===== config.mk =====
export PLATFORM = sky130hd
export DESIGN_NAME = keypad_scan_flat
export DESIGN_NICKNAME = d
export VERILOG_FILES = /design/src/rtl/keypad_scan_if.sv /design/src/rtl/keypad_scan.sv /design/src/flat_wrapper.sv
export SDC_FILE = /design/constraint.sdc
export NUM_CORES = 1
export LEC_CHECK = 0
export ABC_AREA = 1
export CAP_MARGIN = 40
export CORE_ASPECT_RATIO = 1.25
export CORE_MARGIN = 8
export CORE_UTILIZATION = 50
export DETAILED_ROUTE_END_ITERATION = 16
export HOLD_SLACK_MARGIN = 0.06
export MAX_ROUTING_LAYER = met4
export PLACE_DENSITY = 0.83
export SYNTH_ARGS = -nofsm -noshare
export SYNTH_HDL_FRONTEND = slang
export SYNTH_SLANG_ARGS = --single-unit

===== constraint.sdc =====
create_clock -name clk -period 1.6 [get_ports clk]
set_input_delay 0.48 -clock clk [delete_from_list [all_inputs] [get_ports clk]]
set_output_delay 0.48 -clock clk [all_outputs]
set_load 0.1 [all_outputs]

===== src/rtl/keypad_scan_if.sv =====
// Keypad matrix and key-event signals between keypad_scan (master) and its
// consumer / the physical matrix (slave).
interface keypad_scan_if;
    logic [3:0] row_n;
    logic [3:0] col_n;
    logic [3:0] key;
    logic       key_valid;
    logic       key_down;

    modport master (input row_n, output col_n, output key, output key_valid, output key_down);
    modport slave  (output row_n, input col_n, input key, input key_valid, input key_down);
endinterface


===== src/rtl/keypad_scan.sv =====
// 4x4 matrix keypad scanner with press/release debounce and one-cycle key_valid.
// Optional auto-repeat while a key is held: define KEYPAD_REPEAT_EN.
module keypad_scan #(
    parameter int SCAN_DIV       = 50000,
    parameter int DEBOUNCE_SCANS = 4,
    parameter int REPEAT_SCANS   = 40
) (
    input  logic          clk,
    input  logic          rst,
    keypad_scan_if.master kp
);
    localparam int SW = $clog2(SCAN_DIV);
    localparam int DW = $clog2(DEBOUNCE_SCANS + 1);
    localparam logic [SW-1:0] SLOT_LAST = SW'(SCAN_DIV - 1);
    localparam logic [DW-1:0] DB_LAST   = DW'(DEBOUNCE_SCANS - 1);

    if (SCAN_DIV < 2) begin : g_bad_div
        $error("keypad_scan: SCAN_DIV must be >= 2");
    end
    if (DEBOUNCE_SCANS < 1) begin : g_bad_db
        $error("keypad_scan: DEBOUNCE_SCANS must be >= 1");
    end
    if (REPEAT_SCANS < 1) begin : g_bad_rep
        $error("keypad_scan: REPEAT_SCANS must be >= 1");
    end

    typedef enum logic [1:0] {SCAN, PRESS_DB, HELD, REL_DB} state_t;

    state_t        state;
    logic [SW-1:0] slot_cnt;
    logic [DW-1:0] db_cnt;
    logic [1:0]    col_idx;
    logic [1:0]    cand_row;
    logic [1:0]    cand_col;
    logic [3:0]    key_q;
    logic          key_valid_q;
    logic          key_down_q;
    logic          row_hit;
    logic [1:0]    act_row;
    logic          sample;
    logic          cand_up;

`ifdef KEYPAD_REPEAT_EN
    localparam int RW = $clog2(REPEAT_SCANS + 1);
    localparam logic [RW-1:0] REP_LAST = RW'(REPEAT_SCANS - 1);
    logic [RW-1:0] rep_cnt;
`endif

    // Lowest-indexed low row wins; scanning downward lets the lowest overwrite.
    always_comb begin
        row_hit = 1'b0;
        act_row = 2'd0;
        for (int i = 3; i >= 0; i--) begin
            if (!kp.row_n[i]) begin
                row_hit = 1'b1;
                act_row = 2'(i);
            end
        end
    end

    assign sample  = (slot_cnt == SLOT_LAST);
    assign cand_up = kp.row_n[cand_row];

    assign kp.col_n     = ~(4'b0001 << col_idx);
    assign kp.key       = key_q;
    assign kp.key_valid = key_valid_q;
    assign kp.key_down  = key_down_q;

    always_ff @(posedge clk) begin
        if (rst) begin
            state       <= SCAN;
            slot_cnt    <= '0;
            db_cnt      <= '0;
            col_idx     <= 2'd0;
            cand_row    <= 2'd0;
            cand_col    <= 2'd0;
            key_q       <= 4'h0;
            key_valid_q <= 1'b0;
            key_down_q  <= 1'b0;
`ifdef KEYPAD_REPEAT_EN
            rep_cnt     <= '0;
`endif
        end else begin
            key_valid_q <= 1'b0;
            slot_cnt    <= sample ? '0 : slot_cnt + 1'b1;
            if (sample) begin
                case (state)
                    SCAN: begin
                        if (row_hit) begin
                            cand_row <= act_row;
                            cand_col <= col_idx;
                            db_cnt   <= DW'(1);
                            if (DEBOUNCE_SCANS == 1) begin
                                key_q       <= {act_row, col_idx};
                                key_valid_q <= 1'b1;
                                key_down_q  <= 1'b1;
                                state       <= HELD;
`ifdef KEYPAD_REPEAT_EN
                                rep_cnt     <= '0;
`endif
                            end else begin
                                state <= PRESS_DB;
                            end
                        end else begin
                            col_idx <= col_idx + 2'd1;
                        end
                    end
                    PRESS_DB: begin
                        if (row_hit && act_row == cand_row) begin
                            if (db_cnt == DB_LAST) begin
                                key_q       <= {cand_row, cand_col};
                                key_valid_q <= 1'b1;
                                key_down_q  <= 1'b1;
                                state       <= HELD;
`ifdef KEYPAD_REPEAT_EN
                                rep_cnt     <= '0;
`endif
                            end else begin
                                db_cnt <= db_cnt + DW'(1);
                            end
                        end else begin
                            state   <= SCAN;
                            col_idx <= col_idx + 2'd1;
                        end
                    end
                    HELD: begin
                        if (cand_up) begin
                            db_cnt <= DW'(1);
                            if (DEBOUNCE_SCANS == 1) begin
                                key_down_q <= 1'b0;
                                col_idx    <= col_idx + 2'd1;
                                state      <= SCAN;
                            end else begin
                                state <= REL_DB;
                            end
                        end
`ifdef KEYPAD_REPEAT_EN
                        // Repeat only counts samples where the key is still seen down.
                        else if (rep_cnt == REP_LAST) begin
                            rep_cnt     <= '0;
                            key_valid_q <= 1'b1;
                        end else begin
                            rep_cnt <= rep_cnt + RW'(1);
                        end
`endif
                    end
                    REL_DB: begin
                        if (cand_up) begin
                            if (db_cnt == DB_LAST) begin
                                key_down_q <= 1'b0;
                                col_idx    <= col_idx + 2'd1;
                                state      <= SCAN;
                            end else begin
                                db_cnt <= db_cnt + DW'(1);
                            end
                        end else begin
                            state <= HELD;
                        end
                    end
                    default: state <= SCAN;
                endcase
            end
        end
    end
endmodule

===== src/flat_wrapper.sv =====
// flat-port wrapper written by rule: the top's interface ports become plain ports
module keypad_scan_flat 
#(
    parameter int SCAN_DIV       = 50000,
    parameter int DEBOUNCE_SCANS = 4,
    parameter int REPEAT_SCANS   = 40
)
  (clk, rst, kp_row_n, kp_col_n, kp_key, kp_key_valid, kp_key_down);
  keypad_scan_if kp_i ();
  input  logic clk;
  input  logic rst;
  input wire logic [$bits(kp_i.row_n)-1:0] kp_row_n;
  output wire logic [$bits(kp_i.col_n)-1:0] kp_col_n;
  output wire logic [$bits(kp_i.key)-1:0] kp_key;
  output wire logic [$bits(kp_i.key_valid)-1:0] kp_key_valid;
  output wire logic [$bits(kp_i.key_down)-1:0] kp_key_down;
  assign kp_i.row_n = kp_row_n;
  assign kp_col_n = kp_i.col_n;
  assign kp_key = kp_i.key;
  assign kp_key_valid = kp_i.key_valid;
  assign kp_key_down = kp_i.key_down;
  keypad_scan #(.SCAN_DIV(SCAN_DIV), .DEBOUNCE_SCANS(DEBOUNCE_SCANS), .REPEAT_SCANS(REPEAT_SCANS)) u_core (.clk(clk), .rst(rst), .kp(kp_i));
endmodule

* Yosys cells after proc, flatten, opt, wreduce, memory -nomap -nowiden *
Cells that the tools add are included.

word-level totals
  register bits = 33
  latch bits = 0
  bits in writable memories = 0
  bits in read-only memories = 0
  input bits = 6
  output and inout port bits = 10
  word-level logic and storage cells = 80
  memories kept = 0

operators by class
  add/sub/neg operators = 3
  $mul = 0
  divide/modulo/power cells = 0
  $lt $le $gt $ge = 1
  eq/ne operators = 16
  shift-type cells = 1
  muxes and demuxes = 34
  bitwise gates (word level) = 4
  reduce and logical (&&, ||, !) cells = 12

operators by type and width
  cell                     count
  $mux W2                  14
  $add A16 B1 Y16 const B  1
  $eq A16 B16 Y1 const B   1
  $mux W3                  5
  $ne A2 B1 Y1 const B     6
  $pmux W3 S4              1
  $reduce_and A6 Y1        2
  $mux W1                  10
  $reduce_and A5 Y1        2
  $pmux W2 S4              1
  $ne A3 B3 Y1 const B     2
  $pmux W2 S3              1
  $eq A2 B2 Y1 const B     2
  $ne A2 B2 Y1 const B     2
  $not A4 Y4               1
  $reduce_and A4 Y1        1
  $reduce_or A4 Y1         1
  $shl A1 B2 Y4 const A    1
  $add A3 B1 Y3 const B    1
  $eq A3 B2 Y1 const B     1
  $lt A2 B3 Y1 const B     1
  $not A1 Y1               3
  $reduce_and A3 Y1        1
  $reduce_bool A3 Y1       1
  other kinds (9)          9

* Depth between registers and ports, before layout *
Gate-level depths: netlist of run 1.

  depth in word-level cells = 8
  depth in mapped cells = 12
  gate-level depth less buffers = 12

* Worst setup path after synthesis of run 1 *
OpenSTA, ideal clock, no wires.

  kind = reg-to-output
  start point = register u_core.col_idx[0]
  end point = output port kp_col_n[0]
  data arrival time = 1195 ps
  data required time = 1120 ps
  slack = -75 ps
  cell stages (with the launch flop) = 4
  buffers on the path = 0
  cells stage by stage = dfxtp_1 -> inv_1 -> ha_1 -> inv_1

between the ends
  word-level cells in the longest chain between the ends = 2

ends and longest elaborated chain
  item                    RTL line            RTL
  start, declared         keypad_scan.sv:32   logic [1:0] col_idx;
  start signal, assigned  keypad_scan.sv:105  col_idx <= col_idx + 2'd1;
  start signal, assigned  keypad_scan.sv:123  col_idx <= col_idx + 2'd1;
  start signal, assigned  keypad_scan.sv:131  col_idx <= col_idx + 2'd1;
  $shl A1 B2 Y4           keypad_scan.sv:64   assign kp.col_n = ~(4'b0001 << col_idx);
  $not A4 Y4              keypad_scan.sv:64
  end, declared           flat_wrapper.sv:13  output wire logic [$bits(kp_i.col_n)-1:0] kp_col_n;

No other way between the ends.

* Worst setup path after layout of run 1 *
  start point = register u_core.col_idx[0]
  end point = output port kp_col_n[2]

The elaborated chain is that of the path after synthesis.

==> qor.txt, run 1 <==
Final hold vios - 0
Synth top area cells - dfxtp_1, nand2_1, inv_1
Failing checks - negative setup slack
WS Path Type - flip-flop to output port
Max stage delay on crit path - 0.39 ns
Final Wtd Congestion - 0.9219
DRT Pass-1 Iters - 4
Status - finished with violations
Worst-Skew Late Latency - 0.29 ns
Sw Pwr - 363.9 uW
Clock skew - 0.004675 ns
Core area - 3754 um^2
Share of the synthesized area in the top cell type - 0.3378
RSZ-0062 raised after global routing - true
CP Launch Type - flip-flop
Routed Wire Length - 4720 um
IO Port Bufs - 15
P_leak - 1.144 nW
Fin crit share - 1.003
Clock power share - 0.428
Antenna cells - 0
Worst-path clk slew - 0.07 ns
Fin. max-slew vios - 0
Cell Rows - 25
Cell Int Power - 1.253 mW
Peak Freq - 623.4 MHz
Ys async rst share - 0
Worst Max-Slew Pin Slew - 0.3968 ns
DRT antenna net count - 0
Net Sw Frac - 0.2250
Total congestion overflow - 0
Tot Pwr - 1.617 mW
CTS Root Cell - clkbuf_8
Initial antenna violation count - 0
Synthesized area per cell - 6.629 um^2
Nets@finish - 349
Logic pwr share - 0.060
Synth Register Bits - 33
Initial core utilization - 0.5210
Family with the most delay on the worst path - flip-flops
Final HPWL DP - 3478 um
Vias in the first global route - 1981
Cell area after layout - 2659 um^2
Layout area overhead - 35.96%
Syn nets - 308
Max Cap Viol - 0
Period minus WS final - 1.604 ns
Die X - 71.94 um
Share of cells above drive strength 1 - 0.3264
Cells after synthesis - 295
Yosys warns - 0
Maximum clock insertion buffer count - 2
Peak VDD IR - 0.4460 mV
Vias - 1979
Filler cell count - 303
DRC - 0
Critical-path top delay cell - dfxtp_4
Critical Path End Type - output port
Per-cell routed wire length - 12.52 um
CP cell instances - inv_6 > ha_4 > clkinvlp_4 > buf_12
Post-Syn Area - 1956 um^2
Htree depth - 2
CP Max Fanout - 3
Final setup viols - 2
Cts hold-fix bufs - 0
Die area - 6181 um^2
IO Pins - 16
Setup slack after layout - -0.004209 ns
GRT Util Overall - 0.1609
Clock Sinks - 33
Area of the multi-input gates - 1212 um^2
Sequential Area - 680.7 um^2
Area leader, netlist - dfxtp_1
First-pass GRT wire length - 7866 um
CTS tree - built
Register area share after synthesis - 0.3378
Post-synth EDFFs - 0
Netlist cell types - 25
Initial DRC count - 98
Post-DR vias/cell - 5.249
Critical path buffer and inverter count - 3
Worst Hold Class - flip-flop to flip-flop
Worst Path Required - 1.12 ns
Flop pwr share - 0.512
Slew margin rel. - 0.7352
Inserted Clock Buffers - 5
Die height - 85.92 um
Critical path arrival - 1.12 ns
DP Area - 2355 um^2
Most used DFF post-synth - dfxtp_1
Largest net degree at the start of global routing - 14
PD cells - 608.1 nW/um^2
cell usage after synthesis, drive strengths merged (3+ instances only):
cell and n:
nand3 23, buf 3, nor2 54, o21ai 18, nand2 68, dfxtp 33
a21oi 18, nand4 8, inv 50, ha 7, nor3 10
area by class of cell:
type / count / share of cell area
clock buffer: 7 / 0.03624
clock inverter: 1 / 0.001882
inverter: 50 / 0.07765
multi-input combinational: 209 / 0.4560
sequential: 33 / 0.2560
tap: 40 / 0.01882
timing repair buffer: 37 / 0.1534
per-layer routing:
metal  track usage  vias up  share of wire
met5             -        -              0
li1              -     1024              -
met4       0.07449        0          0.018
met2        0.3098       35           0.56
met1        0.1391      910           0.39
met3       0.04317       10          0.035
cell families after synthesis:
| family | count (synthesis) | synth area share |
|---|---|---|
| AO/OA/AOI/OAI | 36 | 0.09213 |
| adder cells (fa/ha/maj) | 7 | 0.04478 |
| buffers and inverters | 53 | 0.1049 |
| flip-flops | 33 | 0.3378 |
| AND/OR/NAND/NOR | 166 | 0.4204 |
cell usage in the layout (no fill, tap or decap), drive strengths merged, types with 2 or more instances in the layout:
cell | synthesis | final
buf | 3 | 32
o21ai | 18 | 18
clkinvlp | 0 | 3
nand3 | 23 | 23
dfxtp | 33 | 33
nor2 | 54 | 54
nand4 | 8 | 8
ha | 7 | 7
clkbuf | 0 | 8
dlygate4sd2 | 0 | 2
inv | 50 | 47
nand2 | 68 | 68
a21oi | 18 | 18
nor3 | 10 | 10
worst reg2reg max path, stage by stage, from the launching register on:
cell and delay, ns:
dfxtp_2 0.33, ha_2 0.18, nand2_2 0.07, inv_2 0.08, nand2_4 0.08, nor2_4 0.11
nand3_2 0.12, nor2_4 0.14, nand2_1 0.09, o21ai_0 0.15, a21oi_1 0.06
worst paths after layout:
check / from / cells past startpoint / slack, ns / endpoint
worst max-delay path: u_core.col_idx[0] / 4 / -0.004 / kp_col_n[2]
worst min-delay path: u_core.db_cnt[0] / 2 / 0.47 / u_core.db_cnt[0]
worst max register to register: u_core.slot_cnt[0] / 10 / 0.09 / u_core.slot_cnt[14]
worst min register to register: u_core.db_cnt[0] / 2 / 0.47 / u_core.db_cnt[0]
sequential cells by signal, indices dropped and copies added (netlist names):
signal	flops
u_core.col_idx	2
u_core.kp.key_down	1
u_core.cand_row	2
u_core.slot_cnt	16
u_core.state	2
u_core.kp.key	4
u_core.db_cnt	3
u_core.kp.key_valid	1
u_core.cand_col	2
stage by stage:
step | hold WS (ns) | worst slack (ns) | cells | TNS (ns) | util
3_3_place_gp | 0.4550 | -0.4534 | 361 | -5.650 | 0.6273
6_report | 0.4715 | -0.004209 | 377 | -0.004839 | 0.7083
5_1_grt | 0.4962 | -0.03814 | 377 | -0.1501 | 0.7083
2_1_floorplan | 0.4175 | 0.04175 | 295 | 0 | -
4_1_cts | 0.4832 | -0.05487 | 373 | -0.1214 | 0.6713
3_5_place_dp | 0.4727 | -0.5214 | 361 | -6.860 | 0.6273
timing repair:
item                                    CTS  global route
buffers inserted                          4             4
gates resized for setup                  20            43
gates cloned                              0             0
endpoints found under the setup margin   17            25
pin swaps                                 4            11
power by group through the flow:
stage               Clock [mW]  Combinational, mW  Sequential, mW
finish                   0.693             0.0966           0.827
floorplan                    0             0.0473           0.849
CTS                      0.711             0.0931           0.831
global placement             0             0.0892           0.849
global route             0.740              0.108           0.828
detailed placement           0             0.0920           0.850
No activity file was read; power rests on OpenSTA's default activity.
==> run 2, diff against run 1 <==
Settings changed: CAP_MARGIN 40 to 20, CORE_UTILIZATION 50 to 40, PLACE_DENSITY 0.83 to 0.71.
==> qor.txt, run 2 (synthesized netlist as in run 1, its figures left out) <==
Final Wtd Congestion - 0.9270
Die area - 7397 um^2
Status - finished with violations
Total congestion overflow - 0
DRT antenna net count - 0
Fin crit share - 1.004
Worst Hold Class - flip-flop to flip-flop
WS Path Type - flip-flop to output port
Cell Rows - 28
CTS Root Cell - clkbuf_8
Slew margin rel. - 0.7296
CTS tree - built
Placement Setup Slack - -0.4569 ns
Max stage delay on crit path - 0.37 ns
Worst Path Required - 1.12 ns
Critical Path End Type - output port
Critical-path top delay cell - dfxtp_4
Failing checks - negative setup slack
Maximum clock insertion buffer count - 2
Commonest non-fill, non-tap cell in the layout - nand2_1
Antenna cells - 0
DRC - 0
Setup TNS - -0.01010 ns
RSZ-0062 raised after global routing - true
Nets@finish - 348
Largest Register - u_core.slot_cnt
Share of cells above drive strength 1 - 0.3423
CP Max Fanout - 3
Period minus WS final - 1.606 ns
Initial core utilization - 0.4135
Tot Pwr - 1.615 mW
Routed Wire Length - 4525 um
PD cells - 589.8 nW/um^2
Worst-path clk slew - 0.06 ns
Vias in the first global route - 1922
P_leak - 1.141 nW
Worst Max-Slew Pin Slew - 0.4052 ns
Clock Sinks - 33
Worst-Skew Late Latency - 0.28 ns
Final Non-Filler Cells - 396
Final setup viols - 2
DRT Pass-1 Iters - 4
Most frequent cells in the layout - nand2_1, inv_1, nor2_1
Cell Count Post-Placement - 382
Cts hold-fix bufs - 0
Per-cell routed wire length - 11.43 um
Max reg flops - 16
Fin. max-slew vios - 0
Initial DRC count - 91
Htree depth - 2
Die X - 78.54 um
Initial antenna violation count - 0
Peak Freq - 622.7 MHz
Critical path arrival - 1.13 ns
Clock skew - 0.002528 ns
Final HPWL DP - 3330 um
Peak VDD IR - 0.3378 mV
Setup slack after layout - -0.006024 ns
IO Port Bufs - 15
Max Cap Viol - 0
Largest net degree at the start of global routing - 14
Final hold vios - 0
Vias - 1932
Inserted Clock Buffers - 5
First-pass GRT wire length - 8114 um
Core area - 4730 um^2
GRT Util Overall - 0.1355
IO Pins - 16
Die height - 94.18 um
CP cell instances - inv_6 > ha_4 > clkinvlp_4 > buf_12
Post-DR vias/cell - 4.879
CP Launch Type - flip-flop
Layout area overhead - 39.99%
==> run 2: layout make-up <==
| cell class | instances | area [um^2] |
|---|---|---|
| sequential | 33 | 678.2 |
| fill | 437 | 1992 |
| timing repair buffer | 36 | 402.9 |
| clock inverter | 1 | 5.005 |
| tap | 60 | 75.07 |
| multi-input combinational | 209 | 1274 |
| inverter | 50 | 206.4 |
| clock buffer | 7 | 96.34 |
==> run 2: routing by layer <==
| metal | track usage | share of wire | up-vias |
|---|---|---|---|
| met1 | 0.1422 | 0.42 | 884 |
| met2 | 0.2374 | 0.53 | 23 |
| met5 | - | 0 | - |
| met4 | 0.04334 | 0.015 | 0 |
| li1 | - | - | 1018 |
| met3 | 0.04023 | 0.039 | 7 |
==> run 2: path summary, 6_finish.rpt <==
kind	from	endpoint	slack, ns	depth (start not counted)
setup / recovery	u_core.col_idx[0]	kp_col_n[0]	-0.006	4
hold / removal	u_core.db_cnt[1]	u_core.db_cnt[1]	0.47	2
setup reg to reg	u_core.slot_cnt[0]	u_core.slot_cnt[11]	0.07	10
hold reg to reg	u_core.db_cnt[1]	u_core.db_cnt[1]	0.47	2
==> run 2: critical path, delay by kind of cell, from the launching register on <==
family	cells	cell delay, ns
flip-flops	1	0.37
buffers and inverters	3	0.33
adder cells (fa/ha/maj)	1	0.14
==> run 2: power by group <==
part	leakage (nW)	switching, mW	internal [mW]
registers	0.272	0.00711	0.825
logic	0.815	0.0545	0.0426
clock network	0.0542	0.297	0.388
==> run 2: stage by stage <==
| stage | hold slack [ns] | utilization | instance area [um^2] |
|---|---|---|---|
| 3_3_place_gp | 0.4606 | 0.5048 | 2387 |
| 5_1_grt | 0.4943 | 0.5788 | 2738 |
| 3_5_place_dp | 0.4681 | 0.5048 | 2387 |
| 4_1_cts | 0.4839 | 0.5484 | 2594 |
| 6_report | 0.4704 | 0.5788 | 2738 |
| 2_1_floorplan | 0.4175 | - | 1967 |
==> run 2: repair_timing <==
action,4_1_cts,5_1_grt
pin swaps,7,12
gates resized for setup,36,36
setup endpoints to repair,15,34
cloned,0,0
buffers inserted,3,3
endpoints found under the hold margin,0,0
==> run 3, diff against run 2 <==
Settings changed: DONT_BUFFER_PORTS from default to 1, PLACE_DENSITY 0.71 to 0.66, REMOVE_ABC_BUFFERS from default to 1.
==> qor.txt, run 3 (synthesized netlist as in run 1, its figures left out) <==
Final HPWL DP - 3177 um
Clock skew - 0.008430 ns
P_leak - 1.011 nW
Commonest non-fill, non-tap cell in the layout - nand2_1
WS Path Type - flip-flop to output port
PD cells - 629.4 nW/um^2
Vias - 1844
DRT antenna net count - 0
CTS Root Cell - clkbuf_8
Routed Wire Length - 4377 um
Initial DRC count - 159
Setup slack after layout - 0.02630 ns
IO Pins - 16
R2r setup slk - 0.09 ns
Cell Rows - 28
Post-DR vias/cell - 4.917
Final Core Density - 0.5011
Inserted Clock Buffers - 5
Critical-path top delay cell - dfxtp_4
Critical Path End Type - output port
Status - completed
CP cell instances - inv_4 > ha_2 > inv_2 > buf_12
Per-cell routed wire length - 11.67 um
CP Max Fanout - 3
Critical path buffer and inverter count - 3
Fin. max-slew vios - 0
DRC - 0
Total congestion overflow - 0
Placement Setup Slack - -0.02761 ns
Cell area after layout - 2370 um^2
First-pass GRT wire length - 7051 um
Die area - 7397 um^2
Peak VDD IR - 0.3452 mV
GRT Util Overall - 0.1205
Fin crit share - 0.9836
DP Area - 2161 um^2
Nets@finish - 327
Max Cap Viol - 0
Max reg flops - 16
RSZ-0062 raised after global routing - true
Final setup viols - 0
Max stage delay on crit path - 0.37 ns
Largest net degree at the start of global routing - 14
Worst Hold Class - primary input to flip-flop
CP Launch Type - flip-flop
Worst Path Required - 1.12 ns
Vias in the first global route - 1656
Die X - 78.54 um
Initial antenna violation count - 0
Setup TNS - 0 ns
CTS tree - built
Core area - 4730 um^2
Critical path arrival - 1.09 ns
Die height - 94.18 um
DRT Pass-1 Iters - 4
Peak Freq - 635.4 MHz
Clock Sinks - 33
Layout area overhead - 21.18%
Tot Pwr - 1.491 mW
Largest Register - u_core.slot_cnt
Initial core utilization - 0.4135
Final hold vios - 0
IO Port Bufs - 0
Worst-path clk slew - 0.07 ns
Worst-Skew Late Latency - 0.28 ns
Worst Max-Slew Pin Slew - 0.4296 ns
Family with the most delay on the worst path - flip-flops
Most frequent cells in the layout - nand2_1, inv_1, nor2_1
Final Wtd Congestion - 0.8623
Maximum clock insertion buffer count - 2
Antenna cells - 0
Period minus WS final - 1.574 ns
Share of cells above drive strength 1 - 0.2571
Htree depth - 2
Slew margin rel. - 0.7133
run 3: changes by cell type in the layout (fill, tap and decap cells not counted), moves of 3 or more:
| cell | previous run | this run |
|---|---|---|
| buf_4 | 21 | 11 |
| nand2_1 | 54 | 62 |
| nand2_2 | 11 | 3 |
| buf_12 | 10 | 4 |
| dlygate4sd2_1 | 4 | 0 |
| ha_4 | 5 | 1 |
| nand3_1 | 15 | 19 |
| clkinvlp_4 | 3 | 0 |
| ha_2 | 1 | 4 |
| nand3_2 | 7 | 4 |
| nor2_1 | 35 | 38 |
run 3: cell type report:
cell class,count,area (um^2)
fill,471,2360
multi-input combinational,209,1179
sequential,33,675.6
inverter,50,195.2
timing repair buffer,15,162.7
tap,60,75.07
clock buffer,6,72.57
clock inverter,2,10.01
run 3: worst register-to-register path, cell delays in order, from the launching register on:
cell,delay (ns)
dfxtp_2,0.34
ha_2,0.18
nand2_2,0.07
inv_2,0.08
nand2_4,0.08
nor2_4,0.10
nand2_4,0.11
nor2_4,0.18
o21ai_0,0.13
a21oi_1,0.17
run 3: stage by stage:
step / cells / hold WS, ns
after floorplan: 292 / 0.4176
after global placement: 365 / 0.4298
after detailed placement: 365 / 0.4398
after CTS: 374 / 0.2539
after global routing: 375 / 0.2394
final: 375 / 0.2493
run 3: report_power, final:
group	switching, mW	internal (mW)
Clock	0.301	0.301
Sequential	0.00428	0.824
Combinational	0.0406	0.0204
run 3: final timing paths:
kind,startpoint,end,cells past startpoint
setup reg to reg,u_core.slot_cnt[0],u_core.cand_col[1],9
hold / removal,rst,u_core.db_cnt[0],1
hold reg to reg,u_core.slot_cnt[0],u_core.slot_cnt[0],1
setup / recovery,u_core.col_idx[0],kp_col_n[2],4
run 3: timing repair:
action	in CTS	in global routing
setup buffers	1	1
resized for setup	12	36
hold buffers	0	0
pin swaps	1	6
setup endpoints to repair	5	31
run 3: per-layer routing:
| metal | GRT usage | vias up | routed length [um] |
|---|---|---|---|
| met3 | 0.03927 | 7 | 211 |
| li1 | - | 970 | - |
| met1 | 0.1202 | 826 | 1786 |
| met2 | 0.2138 | 41 | 2318 |
| met4 | 0.04334 | 0 | 60 |
| met5 | - | - | 0 |
